<file path="config.mk">
export PLATFORM = sky130hd
export DESIGN_NAME = pool_engine_flat
export DESIGN_NICKNAME = d
export VERILOG_FILES = /design/src/rtl/pool_engine_if.sv /design/src/rtl/pool_engine.sv /design/src/flat_wrapper.sv
export SDC_FILE = /design/constraint.sdc
export NUM_CORES = 1
export LEC_CHECK = 0
export ABC_AREA = 1
export CORE_UTILIZATION = 35
export DETAILED_ROUTE_END_ITERATION = 6
export SETUP_SLACK_MARGIN = 0.05
export SYNTH_ARGS = -nofsm -noshare
export SYNTH_HDL_FRONTEND = slang
export SYNTH_SLANG_ARGS = --single-unit
</file>
<file path="constraint.sdc">
create_clock -name clk -period 9.6 [get_ports clk]
set_input_delay 1.44 -clock clk [delete_from_list [all_inputs] [get_ports clk]]
set_output_delay 1.44 -clock clk [all_outputs]
set_load 0.03 [all_outputs]
</file>
<file path="src/rtl/pool_engine_if.sv">
// pool_engine_if: memory read/write request bundle of the pooling engine.
// master = engine side, slave = memory arbiter side.
interface pool_engine_if #(
  parameter int ADDR_WIDTH = 12,
  parameter int DATA_W     = 8
);
  logic                  mem_rd_req;
  logic [ADDR_WIDTH-1:0] mem_rd_addr;
  logic                  mem_rd_gnt;
  logic                  mem_rd_valid;
  logic [DATA_W-1:0]     mem_rd_data;
  logic                  mem_wr_req;
  logic [ADDR_WIDTH-1:0] mem_wr_addr;
  logic [DATA_W-1:0]     mem_wr_data;
  logic                  mem_wr_gnt;

  modport master (
    output mem_rd_req, mem_rd_addr,
    input  mem_rd_gnt, mem_rd_valid, mem_rd_data,
    output mem_wr_req, mem_wr_addr, mem_wr_data,
    input  mem_wr_gnt
  );

  modport slave (
    input  mem_rd_req, mem_rd_addr,
    output mem_rd_gnt, mem_rd_valid, mem_rd_data,
    input  mem_wr_req, mem_wr_addr, mem_wr_data,
    output mem_wr_gnt
  );
endinterface

</file>
<file path="src/rtl/pool_engine.sv">
// pool_engine: 2^K x 2^K max/avg pooling of a signed byte matrix.
// One read outstanding, one write at a time, stride equals window.
module pool_engine #(
  parameter int ADDR_WIDTH = 12,
  parameter int DATA_W     = 8,
  parameter int DIM_W      = 8,
  parameter int MAX_K_LOG2 = 2
) (
  input  logic                  clk,
  input  logic                  rst,
  input  logic                  sw_pool_start,
  input  logic [ADDR_WIDTH-1:0] sw_pool_rd_addr,
  input  logic [ADDR_WIDTH-1:0] sw_pool_wr_addr,
  input  logic [DIM_W-1:0]      sw_pool_rd_m,
  input  logic [DIM_W-1:0]      sw_pool_rd_n,
  input  logic [1:0]            sw_pool_k_log2,
  input  logic                  sw_pool_mode,
  output logic                  pool_sw_busy_ind,
  output logic                  pool_sw_done,
  output logic                  pool_sw_err,
  pool_engine_if.master         mem
);

  localparam int ACC_W = DATA_W + 2 * MAX_K_LOG2;
  localparam int IW    = MAX_K_LOG2 + 1;

  typedef enum logic [2:0] {
    S_IDLE,
    S_CHECK,
    S_RD_REQ,
    S_RD_WAIT,
    S_WR_REQ,
    S_DONE
  } state_t;

  state_t state_q, state_d;

  logic [ADDR_WIDTH-1:0] rd_base_q;
  logic [ADDR_WIDTH-1:0] wr_base_q;
  logic [DIM_W-1:0]      n_q;
  logic [DIM_W-1:0]      om_q;
  logic [DIM_W-1:0]      on_q;
  logic [1:0]            k_q;
  logic                  mode_q;
  logic [DIM_W-1:0]      r_q;
  logic [DIM_W-1:0]      c_q;
  logic [IW-1:0]         i_q;
  logic [IW-1:0]         j_q;
  logic signed [ACC_W-1:0] acc_q;
  logic                  err_q;

  logic [IW-1:0]         side_m1;
  logic                  bad;
  logic                  first;
  logic                  last_elem;
  logic                  last_out;
  logic signed [ACC_W-1:0] d_ext;
  logic [ADDR_WIDTH-1:0] row_a;
  logic [ADDR_WIDTH-1:0] col_a;
  logic [ADDR_WIDTH-1:0] rd_addr_c;
  logic [ADDR_WIDTH-1:0] wr_addr_c;

  assign side_m1   = IW'((32'd1 << k_q) - 32'd1);
  assign bad       = (int'(k_q) > MAX_K_LOG2) ||
                     (om_q == '0) || (on_q == '0);
  assign first     = (i_q == '0) && (j_q == '0);
  assign last_elem = (i_q == side_m1) && (j_q == side_m1);
  assign last_out  = (r_q == om_q - DIM_W'(1)) &&
                     (c_q == on_q - DIM_W'(1));
  assign d_ext     = {{(ACC_W-DATA_W){mem.mem_rd_data[DATA_W-1]}},
                      mem.mem_rd_data};
  assign pool_sw_err = err_q;

  // element and result addresses from the window/output counters
  always_comb begin
    row_a     = (ADDR_WIDTH'(r_q) << k_q) + ADDR_WIDTH'(i_q);
    col_a     = (ADDR_WIDTH'(c_q) << k_q) + ADDR_WIDTH'(j_q);
    rd_addr_c = rd_base_q + row_a * ADDR_WIDTH'(n_q) + col_a;
    wr_addr_c = wr_base_q + ADDR_WIDTH'(r_q) * ADDR_WIDTH'(on_q)
              + ADDR_WIDTH'(c_q);
  end

  // state register
  always_ff @(posedge clk or posedge rst) begin
    if (rst) state_q <= S_IDLE;
    else     state_q <= state_d;
  end

  // next-state logic
  always_comb begin
    state_d = state_q;
    unique case (state_q)
      S_IDLE:    if (sw_pool_start) state_d = S_CHECK;
      S_CHECK:   state_d = bad ? S_DONE : S_RD_REQ;
      S_RD_REQ:  if (mem.mem_rd_gnt) state_d = S_RD_WAIT;
      S_RD_WAIT: if (mem.mem_rd_valid)
                   state_d = last_elem ? S_WR_REQ : S_RD_REQ;
      S_WR_REQ:  if (mem.mem_wr_gnt)
                   state_d = last_out ? S_DONE : S_RD_REQ;
      S_DONE:    state_d = S_IDLE;
      default:   state_d = S_IDLE;
    endcase
  end

  // outputs decoded from state; all zero outside their owning state
  always_comb begin
    pool_sw_busy_ind = 1'b0;
    pool_sw_done     = 1'b0;
    mem.mem_rd_req   = 1'b0;
    mem.mem_rd_addr  = '0;
    mem.mem_wr_req   = 1'b0;
    mem.mem_wr_addr  = '0;
    mem.mem_wr_data  = '0;
    unique case (state_q)
      S_IDLE: begin
      end
      S_CHECK: pool_sw_busy_ind = 1'b1;
      S_RD_REQ: begin
        pool_sw_busy_ind = 1'b1;
        mem.mem_rd_req   = 1'b1;
        mem.mem_rd_addr  = rd_addr_c;
      end
      S_RD_WAIT: pool_sw_busy_ind = 1'b1;
      S_WR_REQ: begin
        pool_sw_busy_ind = 1'b1;
        mem.mem_wr_req   = 1'b1;
        mem.mem_wr_addr  = wr_addr_c;
        mem.mem_wr_data  = mode_q ?
                           DATA_W'(acc_q >>> {k_q, 1'b0}) :
                           DATA_W'(acc_q);
      end
      S_DONE: begin
        pool_sw_busy_ind = 1'b1;
        pool_sw_done     = 1'b1;
      end
      default: begin
      end
    endcase
  end

  // config capture, window/output counters, accumulator, sticky error
  always_ff @(posedge clk or posedge rst) begin
    if (rst) begin
      rd_base_q <= '0;
      wr_base_q <= '0;
      n_q       <= '0;
      om_q      <= '0;
      on_q      <= '0;
      k_q       <= '0;
      mode_q    <= 1'b0;
      r_q       <= '0;
      c_q       <= '0;
      i_q       <= '0;
      j_q       <= '0;
      acc_q     <= '0;
      err_q     <= 1'b0;
    end else begin
      if (state_q == S_IDLE && sw_pool_start) begin
        rd_base_q <= sw_pool_rd_addr;
        wr_base_q <= sw_pool_wr_addr;
        n_q       <= sw_pool_rd_n;
        om_q      <= sw_pool_rd_m >> sw_pool_k_log2;
        on_q      <= sw_pool_rd_n >> sw_pool_k_log2;
        k_q       <= sw_pool_k_log2;
        mode_q    <= sw_pool_mode;
        r_q       <= '0;
        c_q       <= '0;
        i_q       <= '0;
        j_q       <= '0;
        acc_q     <= '0;
        err_q     <= 1'b0;
      end
      if (state_q == S_CHECK && bad) err_q <= 1'b1;
      if (state_q == S_RD_WAIT && mem.mem_rd_valid) begin
        if (first)
          acc_q <= d_ext;
        else if (mode_q)
          acc_q <= acc_q + d_ext;
        else if (d_ext > acc_q)
          acc_q <= d_ext;
        if (j_q == side_m1) begin
          j_q <= '0;
          i_q <= (i_q == side_m1) ? '0 : i_q + IW'(1);
        end else begin
          j_q <= j_q + IW'(1);
        end
      end
      if (state_q == S_WR_REQ && mem.mem_wr_gnt) begin
        if (c_q == on_q - DIM_W'(1)) begin
          c_q <= '0;
          r_q <= r_q + DIM_W'(1);
        end else begin
          c_q <= c_q + DIM_W'(1);
        end
      end
    end
  end

endmodule

</file>
<file path="src/flat_wrapper.sv">
// flat-port wrapper written by rule: the top's interface ports become plain ports
module pool_engine_flat 
#(
  parameter int ADDR_WIDTH = 12,
  parameter int DATA_W     = 8,
  parameter int DIM_W      = 8,
  parameter int MAX_K_LOG2 = 2
)
  (clk, rst, sw_pool_start, sw_pool_rd_addr, sw_pool_wr_addr, sw_pool_rd_m, sw_pool_rd_n, sw_pool_k_log2, sw_pool_mode, pool_sw_busy_ind, pool_sw_done, pool_sw_err, mem_mem_rd_req, mem_mem_rd_addr, mem_mem_rd_gnt, mem_mem_rd_valid, mem_mem_rd_data, mem_mem_wr_req, mem_mem_wr_addr, mem_mem_wr_data, mem_mem_wr_gnt);
  pool_engine_if #(.ADDR_WIDTH(ADDR_WIDTH), .DATA_W(DATA_W)) mem_i ();
  input  logic clk;
  input  logic rst;
  input  logic sw_pool_start;
  input  logic [ADDR_WIDTH-1:0] sw_pool_rd_addr;
  input  logic [ADDR_WIDTH-1:0] sw_pool_wr_addr;
  input  logic [DIM_W-1:0] sw_pool_rd_m;
  input  logic [DIM_W-1:0] sw_pool_rd_n;
  input  logic [1:0] sw_pool_k_log2;
  input  logic sw_pool_mode;
  output logic pool_sw_busy_ind;
  output logic pool_sw_done;
  output logic pool_sw_err;
  output wire logic [$bits(mem_i.mem_rd_req)-1:0] mem_mem_rd_req;
  output wire logic [$bits(mem_i.mem_rd_addr)-1:0] mem_mem_rd_addr;
  input wire logic [$bits(mem_i.mem_rd_gnt)-1:0] mem_mem_rd_gnt;
  input wire logic [$bits(mem_i.mem_rd_valid)-1:0] mem_mem_rd_valid;
  input wire logic [$bits(mem_i.mem_rd_data)-1:0] mem_mem_rd_data;
  output wire logic [$bits(mem_i.mem_wr_req)-1:0] mem_mem_wr_req;
  output wire logic [$bits(mem_i.mem_wr_addr)-1:0] mem_mem_wr_addr;
  output wire logic [$bits(mem_i.mem_wr_data)-1:0] mem_mem_wr_data;
  input wire logic [$bits(mem_i.mem_wr_gnt)-1:0] mem_mem_wr_gnt;
  assign mem_mem_rd_req = mem_i.mem_rd_req;
  assign mem_mem_rd_addr = mem_i.mem_rd_addr;
  assign mem_i.mem_rd_gnt = mem_mem_rd_gnt;
  assign mem_i.mem_rd_valid = mem_mem_rd_valid;
  assign mem_i.mem_rd_data = mem_mem_rd_data;
  assign mem_mem_wr_req = mem_i.mem_wr_req;
  assign mem_mem_wr_addr = mem_i.mem_wr_addr;
  assign mem_mem_wr_data = mem_i.mem_wr_data;
  assign mem_i.mem_wr_gnt = mem_mem_wr_gnt;
  pool_engine #(.ADDR_WIDTH(ADDR_WIDTH), .DATA_W(DATA_W), .DIM_W(DIM_W), .MAX_K_LOG2(MAX_K_LOG2)) u_core (.clk(clk), .rst(rst), .sw_pool_start(sw_pool_start), .sw_pool_rd_addr(sw_pool_rd_addr), .sw_pool_wr_addr(sw_pool_wr_addr), .sw_pool_rd_m(sw_pool_rd_m), .sw_pool_rd_n(sw_pool_rd_n), .sw_pool_k_log2(sw_pool_k_log2), .sw_pool_mode(sw_pool_mode), .pool_sw_busy_ind(pool_sw_busy_ind), .pool_sw_done(pool_sw_done), .pool_sw_err(pool_sw_err), .mem(mem_i));
endmodule
</file>
# Word level (Yosys, flattened, before mapping)
# Index checks and enable logic that the tools add are counted.
totals:
  elab_cells: 106
  regBits: 89
  output_inout_bits: 37
op_classes:
  mux: 36
  n_reduce_logical: 19
  eq_ne: 13
  shift: 6
  magnitude_cmp: 2
  mul: 2
  n_addsub: 14
ops:
  columns: ["cell", "count"]
  rows:
  - ["$mux 12", 7]
  - ["$mux 8", 8]
  - ["$mux 3", 14]
  - ["$add 12x12->12", 3]
  - ["$add 12x3->12", 2]
  - ["$add 12x8->12", 2]
  - ["$shl 8x2->12", 2]
  - ["$add 8x1->8 const B", 2]
  - ["$eq 8x8->1", 2]
  - ["$logic_not 8->1", 2]
  - ["$shr 8x2->8", 2]
  - ["$sub 8x1->8 const B", 2]
  - ["$pmux 3 s5", 1]
  - ["$gt 8x12->1", 1]
  - ["$mul 12x8->12", 1]
  - ["$mul 8x8->12", 1]
  - ["$sshr 12x3->8", 1]
  - ["$logic_not 3->1", 3]
  - ["$ne 2x2->1 const B", 4]
  - ["$logic_and 1x1->1", 7]
  - ["$add 3x1->3 const B", 2]
  - ["$eq 3x2->1 const B", 2]
  - ["$eq 3x3->1", 2]
  - ["$eq 3x3->1 const B", 2]
  - ["other kinds (9)", 17]

# Logic depth before layout (Yosys ltp)
# Gate-level depths: netlist of the first run.
logic_depth:
  depth_word: 7
  mapped_depth: 38

# Worst setup path after synthesis of the first run
# OpenSTA, ideal clock, no wires.
synth_path:
  path_type: "register to output"
  startpoint: "reg u_core.r_q[0]"
  endpoint: "out mem_mem_rd_addr[11]"
  arrival_time_ps: 6478
  setup_slack_ps: 1682
  path_buffers: 2
  stages_incl_launch_ff: 38
  path_cell_list: "dfrtp_1 -> clkbuf_2 -> clkbuf_1 -> nand2_1 -> nor2_1 -> ha_1 -> inv_1 -> fa_1 -> inv_1 -> nand2_1 -> nand2_1 -> inv_1 -> nor2_8 -> nand4_1 -> nand2_2 -> nand2_1 -> fa_1 -> inv_1 -> [2 not listed] -> fa_1 -> inv_1 -> fa_1 -> inv_1 -> fa_1 -> inv_1 -> ha_1 -> a21oi_1 -> o21ai_0 -> nand2_1 -> o311ai_0 -> a31oi_1 -> inv_1 -> nand2_1 -> nand2_1 -> nand2_1 -> nand2_1 -> nor2_1"
synth_via:
  elab_chain_len: 6
synth_lines:
  columns: ["item", "line_no", "text"]
  rows:
  - ["start, declared", "pool_engine.sv:45", "logic [DIM_W-1:0] r_q;"]
  - ["start signal, assigned", "pool_engine.sv:191", "r_q <= r_q + DIM_W'(1);"]
  - ["$shl 8x2->12", "pool_engine.sv:76", "row_a = (ADDR_WIDTH'(r_q) << k_q) + ADDR_WIDTH'(i_q);"]
  - ["$add 12x3->12", "pool_engine.sv:76", null]
  - ["$mul 12x8->12", "pool_engine.sv:78", "rd_addr_c = rd_base_q + row_a * ADDR_WIDTH'(n_q) + col_a;"]
  - ["$add 12x12->12 (2 in series)", "pool_engine.sv:78", null]
  - ["$mux 12", "pool_engine.sv:114", "unique case (state_q)"]
  - ["end, declared", "flat_wrapper.sv:24", "output wire logic [$bits(mem_i.mem_rd_addr)-1:0] mem_mem_rd_addr;"]
# Every way passes these cells.

# Worst setup path in the final report of the first run
layout_path:
  startpoint: "reg u_core.r_q[1]"
  endpoint: "out mem_mem_rd_addr[11]"
# The elaborated chain is that of the path after synthesis.

==> results of run 1 <==
## repair_timing
item,in CTS,in global routing
endpoints found under the hold margin,0,0
setup endpoints to repair,0,1
setup buffers,0,0
gates resized for setup,0,2
## power groups by stage
stage	logic, W	clock network (W)	registers (W)
final	0.00264	0.000373	0.000745
after global routing	0.00304	0.000394	0.000768
after CTS	0.00266	0.000384	0.000739
after detailed placement	0.00265	0	0.000745
after global placement	0.00258	0	0.000745
after floorplan	0.00203	0	0.000622
## flip-flops by register name (all words and copies together) (netlist names), 2 cells and up
register          flops
u_core.j_q            3
u_core.rd_base_q     12
u_core.k_q            2
u_core.state_q        3
u_core.on_q           8
u_core.i_q            3
u_core.n_q            8
u_core.c_q            8
u_core.om_q           8
u_core.wr_base_q     12
u_core.acc_q         12
u_core.r_q            8
## synth_stat cells (2+ instances only)
cell type,count
nand2_1,381
inv_1,326
o21ai_0,126
fa_1,105
nor2_1,98
dfrtp_1,89
ha_1,89
nand3_1,78
a21oi_1,64
xor2_1,45
clkbuf_1,38
o211ai_1,20
xnor2_1,17
nand2_2,16
o22ai_1,16
nor3_1,13
buf_2,12
nand4_1,11
mux2i_1,10
inv_2,5
o21ai_1,4
a221oi_1,3
a22oi_1,3
a31oi_1,3
clkinv_1,3
nand3_2,3
nor2_4,3
a21boi_0,2
buf_1,2
buf_6,2
nand2_4,2
nor2_2,2
nor4_1,2
o21bai_1,2
o311ai_0,2
## worst paths after layout
check,from,slack [ps],end,cells past startpoint
setup reg to reg,u_core.on_q[0]$_DFFE_PP0P_,6770,u_core.r_q[3]$_DFF_PP0_,13
hold / removal,u_core.wr_base_q[0]$_DFFE_PP0P_,490,u_core.wr_base_q[0]$_DFFE_PP0P_,2
max in group asynchronous,rst,7000,u_core.n_q[5]$_DFFE_PP0P_,3
setup / recovery,u_core.r_q[1]$_DFF_PP0_,620,mem_mem_rd_addr[11],35
hold reg to reg,u_core.wr_base_q[0]$_DFFE_PP0P_,490,u_core.wr_base_q[0]$_DFFE_PP0P_,2
min in group asynchronous,rst,1520,u_core.wr_base_q[2]$_DFFE_PP0P_,2
## metrics by stage
stage                     cell area [um2]  setup WS [ps]
after floorplan                     11570           1682
after CTS                           13180          563.8
after global routing                13180          108.1
after global placement              12880           1155
after detailed placement            12880          986.1
final                               13180          617.6
## per-layer routing
| metal | vias to the layer above | part of all wire (%) |
|---|---|---|
| met5 | - | 0 |
| met4 | 0 | 2.1 |
| met3 | 44 | 4.0 |
| met2 | 227 | 49 |
| met1 | 4815 | 45 |
| li1 | 5108 | - |
## cell type report
class                           count  area share [%]
Inverter                          334           9.550
Timing Repair Buffer              101           7.519
Clock inverter                      7          0.5411
Clock buffer                        9           1.709
Tap cell                          442           4.196
Multi-Input combinational cell   1133           59.59
Sequential cell                    89           16.90
## logic make-up (layout without fill, tap and decap cells)
group                      after synthesis  after routing  share of synthesized area, %
buffers and inverters                  390            451                         12.95
xor gates and xnor gates                62             62                         4.691
adders and majority gates              194            194                         27.78
and+or+nand+nor                        616            616                         22.51
DFF                                     89             89                         19.24
muxes                                   10             10                        0.8648
AOI/OAI and AO/OA                      251            251                         11.97
## critical path, delay by kind of cell (launching register included)
family          cells  cell delay (ps)
compound gates      4              610
fa+ha+maj           7             3300
buf+inv             9             1140
simple gates       15             1380
flops               1              710
==> impl_metrics.csv, run 1 <==
group,metric,value,unit
finish,multi_input_area,7854,um2
die,start_util,35.58,%
clock_network,cts.clk_slew.worst_paths,80,ps
place,place.gp.congestion,0.9330,
worst_setup_path,slowest_stage,"dfrtp_1",
clock_network,clkSinkCount,89,
power_and_ir_drop,peakVddDrop,286.4,uV
synth,yosysTopAreaCellShare,19.24,%
global_routing,overflow,0,
status,outcome,"completed",
drt,drtIter0Drc,571,
clock_network,clockBufferDepth,2,
die,coreArea,32540,um2
power_and_ir_drop,finalPower,0.003760,W
synth,synth_nets,1863,
drt,firstDrtPassIters,5,
worst_setup_path,worstPathMaxFanout,14,
hold_path,min_path_type,"flip-flop to flip-flop",
sta,timing.setup.tns,0,ps
sta,clock_skew,19.14,ps
synth,avgSynthCellArea,7.180,um2
drt,vias,10194,
finish,final_cell_mix,"nand2_1 (381), inv_1 (324), o21ai_0 (126)",
clock_network,cts_tree,"yes",
global_routing,grt.total_usage,19.53,%
global_routing,grt_max_degree,63,
global_routing,grt_first_pass_wirelength,52210,um
synth,synthFlopType,"dfrtp_1",
finish,utilization,40.51,%
synth,syn-instance-count,1612,
clock_network,cts_made_buffers,9,
synth,synth_seq_cells,89,
die,rows,66,
sta,min_period,8982,ps
drt,wl,31330,um
place,dpl.cell_count,2099,
die,die_width,183.9,um
global_routing,grt.busiest_layer,"met2",
place,io_buffers,93,
global_routing,grtUsageMet2,34.09,%
power_and_ir_drop,power_frac_clock,9.9,%
drt,via_per_inst,4.820,
clock_network,h-tree-depth,3,
global_routing,gr-usage-met3,2.833,%
finish,area_growth,13.87,%
sta,slew_headroom,40.54,%
finish,final_common_cell,"nand2_1",
power_and_ir_drop,seq_power_share,19.8,%
drt,drtAntennaViolNets,0,
sta,finalCritPeriodShare,93.57,%
sta,worstMarginPinSlew,888.6,ps
clock_network,clk_latency,370,ps
synth,yosysTopAreaCell,"dfrtp_1",
finish,antenna_cells,0,
finish,finalNonFillerCells,2115,
sta,hold_violations,0,
drt,post_drt_wl_per_cell,14.82,um
power_and_ir_drop,p_switching,0.002084,W
finish,layout-drive-gt1-share,3.766,%
worst_setup_path,critical-path-max-stage-delay,710,ps
worst_setup_path,worst-setup-path-type,"flip-flop to output pin",
synth,syn_area,11570,um2
clock_network,cts-hold-fix-buffers,0,
global_routing,grt_pass1_vias,10368,
flow_run,cap_violations,0,
synth,synth_edf_count,0,
sta,rsz0062_at_grt,"false",
global_routing,antenna_found_initial,0,
power_and_ir_drop,netSwitchingFraction,55.43,%
worst_setup_path,critPathLaunchType,"flip-flop",
finish,final_nets,1919,
clock_network,clockRootBuffer,"clkbuf_16",
synth,async_flop_share,100.0,%
synth,synth_area_leaders,"dfrtp_1 (19%), fa_1 (18%), nand2_1 (12%), inv_1 (11%), ha_1 (9.6%)",
die,dieHeight,183.9,um
worst_setup_path,crit_top_cell,"nand2_1",
worst_setup_path,critPathArrivalTime,7540,ps
finish,fillCellCount,3431,
power_and_ir_drop,p_int,0.001676,W
global_routing,grt.met1_usage,24.84,%
worst_setup_path,worstSetupEndpointType,"output pin",
place,hpwl,24930,um
die,io_pins,94,
synth,ys_types,50,
finish,seq_area,2227,um2
power_and_ir_drop,power_density,285.3,nW/um2
sta,fmax,111.3,MHz
sta,whs,486.6,ps
synth,synth.yosys.seq_area_share,19.24,%
sta,setup_violations,0,
synth,yosysWarnings,0,
power_and_ir_drop,power_frac_comb,70.3,%
drt,drcViolationCount,0,
worst_setup_path,cp_data_required_time,8160,ps
sta,drv_slew,0,
power_and_ir_drop,p_leak,6.684,nW
die,dieArea,33800,um2
Power figures use the tool's default switching activity.
==> run 2, diff against run 1 <==
--- a/config.mk
+++ b/config.mk
@@ -6,6 +6,8 @@
 export NUM_CORES = 1
 export LEC_CHECK = 0
 export ABC_AREA = 1
+export ABC_CLOCK_PERIOD_IN_PS = 9600
+export CAP_MARGIN = 20
 export CORE_UTILIZATION = 35
 export DETAILED_ROUTE_END_ITERATION = 6
 export SETUP_SLACK_MARGIN = 0.05
==> results of run 2 <==
Same layout as run 1: the final DEF is identical, and so are final timing and power.
==> run 3, diff against run 2 <==
--- a/config.mk
+++ b/config.mk
@@ -10,6 +10,7 @@
 export CAP_MARGIN = 20
 export CORE_UTILIZATION = 35
 export DETAILED_ROUTE_END_ITERATION = 6
+export GPL_TIMING_DRIVEN = 1
 export SETUP_SLACK_MARGIN = 0.05
 export SYNTH_ARGS = -nofsm -noshare
 export SYNTH_HDL_FRONTEND = slang
==> results of run 3 <==
Same layout as run 1: the final DEF is identical, and so are final timing and power.
